<file path="src/rtl/div_unit_pkg.sv">
`default_nettype none
// ============================================================================
// Module  : div_unit_pkg
// Brief   : Shared state codes, handshake levels and aluop codes for div_unit.
// Revision: 1.0 - initial release
// ============================================================================
package div_unit_pkg;

  typedef enum logic [1:0] {
    DIV_FREE    = 2'b00,
    DIV_BY_ZERO = 2'b01,
    DIV_ON      = 2'b10,
    DIV_END     = 2'b11
  } div_state_t;

  localparam logic DIV_RESULT_READY     = 1'b1;
  localparam logic DIV_RESULT_NOT_READY = 1'b0;
  localparam logic DIV_START            = 1'b1;
  localparam logic DIV_STOP             = 1'b0;

  localparam logic [7:0] DIV_OP  = 8'b0001_1010;
  localparam logic [7:0] DIVU_OP = 8'b0001_1011;

endpackage
`default_nettype wire

</file>
<file path="src/rtl/div_unit.sv">
`default_nettype none
// ============================================================================
// Module  : div_unit
// Brief   : Multi-cycle restoring divider, one quotient bit per cycle; returns
//           {remainder, quotient} with a start/ready handshake to execute.
// Revision: 1.0 - initial release
// ============================================================================
module div_unit
  import div_unit_pkg::*;
#(
  parameter int WIDTH = 32
) (
  input  logic               clk,
  input  logic               rst,
  input  logic               signed_div_in,
  input  logic [WIDTH-1:0]   opdata1_in,
  input  logic [WIDTH-1:0]   opdata2_in,
  input  logic               start_in,
  input  logic               annul_in,
  output logic [2*WIDTH-1:0] result_out,
  output logic               ready_out
);

  localparam int              CW         = $clog2(WIDTH) + 1;
  localparam logic [CW-1:0]   c_CNT_DONE = CW'(WIDTH);
  localparam logic [CW-1:0]   c_CNT_ONE  = CW'(1);
  localparam logic [WIDTH-1:0] c_ONE     = WIDTH'(1);

  div_state_t         r_state;
  logic [CW-1:0]      r_cnt;
  logic [2*WIDTH:0]   r_work;
  logic [WIDTH-1:0]   r_divisor;
  logic               r_neg_quot;
  logic               r_neg_rem;

  logic               w_op1_neg;
  logic               w_op2_neg;
  logic [WIDTH-1:0]   w_op1_mag;
  logic [WIDTH-1:0]   w_op2_mag;
  logic [WIDTH:0]     w_diff;
  logic [WIDTH-1:0]   w_quot;
  logic [WIDTH-1:0]   w_rem;
  logic [WIDTH-1:0]   w_quot_fix;
  logic [WIDTH-1:0]   w_rem_fix;

  // Signed operands are divided as magnitudes; signs are restored at the end.
  assign w_op1_neg = signed_div_in & opdata1_in[WIDTH-1];
  assign w_op2_neg = signed_div_in & opdata2_in[WIDTH-1];
  assign w_op1_mag = w_op1_neg ? (~opdata1_in + c_ONE) : opdata1_in;
  assign w_op2_mag = w_op2_neg ? (~opdata2_in + c_ONE) : opdata2_in;

  assign w_diff = r_work[2*WIDTH:WIDTH] - {1'b0, r_divisor};

  // The work register holds the dividend pre-shifted by one, so the
  // remainder sits one bit above the quotient once all bits are produced.
  assign w_quot     = r_work[WIDTH-1:0];
  assign w_rem      = r_work[2*WIDTH:WIDTH+1];
  assign w_quot_fix = r_neg_quot ? (~w_quot + c_ONE) : w_quot;
  assign w_rem_fix  = r_neg_rem  ? (~w_rem  + c_ONE) : w_rem;

  always_ff @(posedge clk) begin
    if (rst) begin
      r_state    <= DIV_FREE;
      r_cnt      <= '0;
      r_work     <= '0;
      r_divisor  <= '0;
      r_neg_quot <= 1'b0;
      r_neg_rem  <= 1'b0;
      result_out <= '0;
      ready_out  <= DIV_RESULT_NOT_READY;
    end else begin
      case (r_state)
        DIV_FREE: begin
          if (start_in == DIV_START && !annul_in) begin
            r_neg_quot <= w_op1_neg ^ w_op2_neg;
            r_neg_rem  <= w_op1_neg;
            r_divisor  <= w_op2_mag;
            r_work     <= {{WIDTH{1'b0}}, w_op1_mag, 1'b0};
            r_cnt      <= '0;
            r_state    <= (opdata2_in == '0) ? DIV_BY_ZERO : DIV_ON;
          end
        end
        DIV_BY_ZERO: begin
          r_state    <= DIV_END;
          result_out <= '0;
          ready_out  <= DIV_RESULT_READY;
        end
        DIV_ON: begin
          if (annul_in) begin
            r_state <= DIV_FREE;
          end else if (r_cnt != c_CNT_DONE) begin
            r_work <= w_diff[WIDTH] ? {r_work[2*WIDTH-1:0], 1'b0}
                                    : {w_diff[WIDTH-1:0], r_work[WIDTH-1:0], 1'b1};
            r_cnt  <= r_cnt + c_CNT_ONE;
          end else begin
            r_state    <= DIV_END;
            result_out <= {w_rem_fix, w_quot_fix};
            ready_out  <= DIV_RESULT_READY;
          end
        end
        DIV_END: begin
          // Result is held until execute drops its request.
          if (start_in == DIV_STOP) begin
            r_state    <= DIV_FREE;
            result_out <= '0;
            ready_out  <= DIV_RESULT_NOT_READY;
          end
        end
        default: r_state <= DIV_FREE;
      endcase
    end
  end

endmodule
`default_nettype wire
</file>
<file path="config.mk">
export PLATFORM = sky130hd
export DESIGN_NAME = div_unit
export DESIGN_NICKNAME = d
export VERILOG_FILES = /design/src/rtl/div_unit_pkg.sv /design/src/rtl/div_unit.sv
export SDC_FILE = /design/constraint.sdc
export NUM_CORES = 1
export LEC_CHECK = 0
export ABC_AREA = 1
export CORE_ASPECT_RATIO = 2
export CORE_MARGIN = 3
export CORE_UTILIZATION = 30
export CTS_BUF_LIST = sky130_fd_sc_hd__clkbuf_4 sky130_fd_sc_hd__clkbuf_8
export DETAILED_ROUTE_END_ITERATION = 6
export GPL_TIMING_DRIVEN = 0
export PLACE_DENSITY = 0.51
export SYNTH_ARGS = -nofsm -noshare
export SYNTH_HDL_FRONTEND = slang
export SYNTH_SLANG_ARGS = --single-unit
</file>
<file path="constraint.sdc">
create_clock -name clk -period 5.9 [get_ports clk]
set_input_delay 1.18 -clock clk [delete_from_list [all_inputs] [get_ports clk]]
set_output_delay 1.18 -clock clk [all_outputs]
set_load 0.005 [all_outputs]
</file>
==> results.md <==
* Power Density at 264 mW/mm^2
* Type of the tightest min-delay check: flop to flop
* Global-route wire length before repair at 88800 um
* Largest net degree at the start of global routing at 19
* Final setup TNS at 0 ns
* Slew at the pin with the worst max-slew slack at 1.12 ns
* Share of the synthesized area in the top cell type at 25.7%
* Crit path DAT at 4.00 ns
* Async SR Flop Fraction at 0%
* Area grow syn2layout at 18.1%
* Fraction of layout cells with a size suffix above 1 at 6.93%
* CORE AREA at 0.0442 mm^2
* Skew-Pair Late Insertion Delay at 0.53 ns
* Die H at 305 um
* CTS sink cnt at 172
* I/O Buffers at 133
* Post-Layout Cell Count at 2965
* CTS tree: built
* Final instance area at 0.0158 mm^2
* Crit-path max FO at 10
* Synth top cells by count: nand2_1 (626), inv_1 (320), a21oi_1 (219)
* Syn nets at 2352
* Detailed Route Iter0 Violations at 727
* Vias in the first global route at 15200
* Seq/Total Area, Yosys at 25.7%
* Netlist cell types at 53
* Total of max-cap violations at 0
* DP Cell Count at 2932
* Dominant cell type by area after synthesis: dfxtp_1
* RD Place Congestion at 0.953
* Crit. Startpoint: signed_div_in
* Leak at 7.30 nW
* WL/cell at 20.6 um
* Hold path start: result_out[22]
* Clock skew at 0.0164 ns
* Slew Limit Fails at 0
* Endpoint class of the critical path: flop
* Die width at 155 um
* Endpoints failing setup at 0
* Status: completed
* Synth Warn # at 0
* Post-Syn Area at 0.0134 mm^2
* Grt total ovfl at 0
* Final net count at 2504
* DRC at 0
* Vias at 15200
* Kind of critical path: input port to flop
* Average vias per placed instance at 5.11
* Final antenna-violating net count at 0
* Logic pwr share at 45.4%
* Post_cts resized at 0
* Slew headroom at 24.6%
* Switching pwr at 2.02 mW
* # IOs at 134
* CTS max path bufs at 2
* Row Count at 109
* Clk root buf: clkbuf_8
* Worst setup SP type: input port
* Global-route usage over all layers at 25.3%
* DP Area at 0.0154 mm^2
* Prevailing post-synth register cell: dfxtp_1
* Clock Pin Slew Worst Setup and Hold Paths at 0.11 ns
* Setup Fix Bufs, Post-CTS at 0
* Clock share of power at 21.8%
* Final cycle utilization of the critical path at 60.8%
* HPWL reported at the end of detailed placement at 51600 um
* Most frequent cell after synthesis: nand2_1
* Reg-to-reg critical path startpoint: r_work[33]
* Hold_buf cts at 0
* Post-layout min period at 3.59 ns
* Initial Util at 30.3%
* Req. time, crit path at 6.31 ns
* Full die area at 0.0474 mm^2
* Sw frac at 48.2%
* RSZ-0062 raised after global routing: no
* Flop pwr share at 32.9%
* Initial antenna violation count at 1
* Pre-antenna DRT Iters at 6
* Num CTS Buffers at 17
* Post-Synthesis Cells at 2244
* Final hold violation count at 0
* FF+latch count, synth at 172
* Cell Int Power at 2.17 mW
* EDFF count, synth at 0
* Syn avg cell area at 5.97 um^2
* Area contributors post-synth: dfxtp_1 (26%), nand2_1 (18%), inv_1 (9.0%), a21oi_1 (8.2%), nand3_1 (8.1%)
* Achievable Freq at 0.279 GHz
* Total routed wirelength at 61000 um
* H-Tree Depth at 4
* Worst vdd ir at 0.000105 V
==> worst max-delay path, cell delays in order <==
cell             delay, ns
clkdlybuf4s50_1       0.77
nand2_1               0.35
inv_1                 0.15
buf_2                 0.25
buf_1                 0.53
o21ai_0               0.42
o21ai_0               0.26
a21oi_1               0.08
==> cell type report <==
class / count / area [um^2]
Fill cell: 5064 / 28400
Multi-Input combinational cell: 1656 / 8290
Sequential cell: 172 / 3440
Timing Repair Buffer: 133 / 1330
Inverter: 333 / 1250
Tap cell: 555 / 694
Buffer: 83 / 419
Clock buffer: 17 / 234
Clock inverter: 15 / 169
Antenna cell: 1 / 2.50
==> registers in the layout (all words and copies together), names as in the netlist <==
register,cells
r_work,65
r_neg_rem,1
ready_out,1
r_state,2
r_divisor,32
result_out,64
r_neg_quot,1
r_cnt,6
==> cells by family (layout without fill, tap and decap cells) <==
group	count (synthesis)	count (layout)	synth area share (%)
AOI/OAI and AO/OA	406	406	16.6
xor gates and xnor gates	41	41	2.68
adders and majority gates	39	39	3.70
buffers and inverters	416	581	12.5
DFF	172	172	25.7
other	0	1	0
and+or+nand+nor	1170	1170	38.9
==> final timing paths <==
kind	to	slack, ns	cells after the start
hold / removal	result_out[22]	0.47	2
setup reg to reg	result_out[54]	3.17	10
hold reg to reg	result_out[22]	0.47	2
setup / recovery	r_work[27]	2.31	8
==> metal layers <==
layer | up-vias | share of wire, % | global-route usage (%)
met5 | - | 0 | 0
met4 | 0 | 10 | 22.6
met3 | 184 | 2.7 | 2.22
met2 | 440 | 56 | 50.2
met1 | 6958 | 31 | 21.0
li1 | 7573 | - | -
==> metrics by stage <==
step	power (mW)	setup WS [ns]	util, %	hold WS (ns)
global placement	3.28	1.84	34.9	0.455
CTS	4.19	2.41	35.8	0.473
global route	4.43	2.28	35.8	0.495
floorplan	2.57	3.35	-	0.451
finish	4.19	2.31	35.8	0.470
detailed placement	3.29	1.83	34.9	0.457
==> cell usage in the layout (no fill, tap or decap), types with 9 or more instances in the layout <==
master	n
o211ai_1	13
nand4_1	35
nand3b_1	17
buf_2	23
a21oi_1	219
nand3_2	15
nand2_1	626
nor3_1	32
o21ai_0	124
xor2_1	32
dfxtp_1	172
clkbuf_8	17
nand2_2	25
ha_1	38
clkdlybuf4s50_1	133
a21oi_2	16
inv_1	320
inv_2	10
nand3_1	216
nor2_1	164
xnor2_1	9
clkbuf_1	44
==> power groups by stage <==
| stage | Clock (mW) | Combinational (mW) | Sequential [mW] |
|---|---|---|---|
| 2_1_floorplan | 0 | 1.22 | 1.35 |
| 3_3_place_gp | 0 | 1.88 | 1.40 |
| 3_5_place_dp | 0 | 1.89 | 1.40 |
| 4_1_cts | 0.928 | 1.89 | 1.37 |
| 5_1_grt | 0.962 | 2.09 | 1.38 |
| 6_report | 0.911 | 1.90 | 1.38 |
Power figures use the tool's default switching activity.
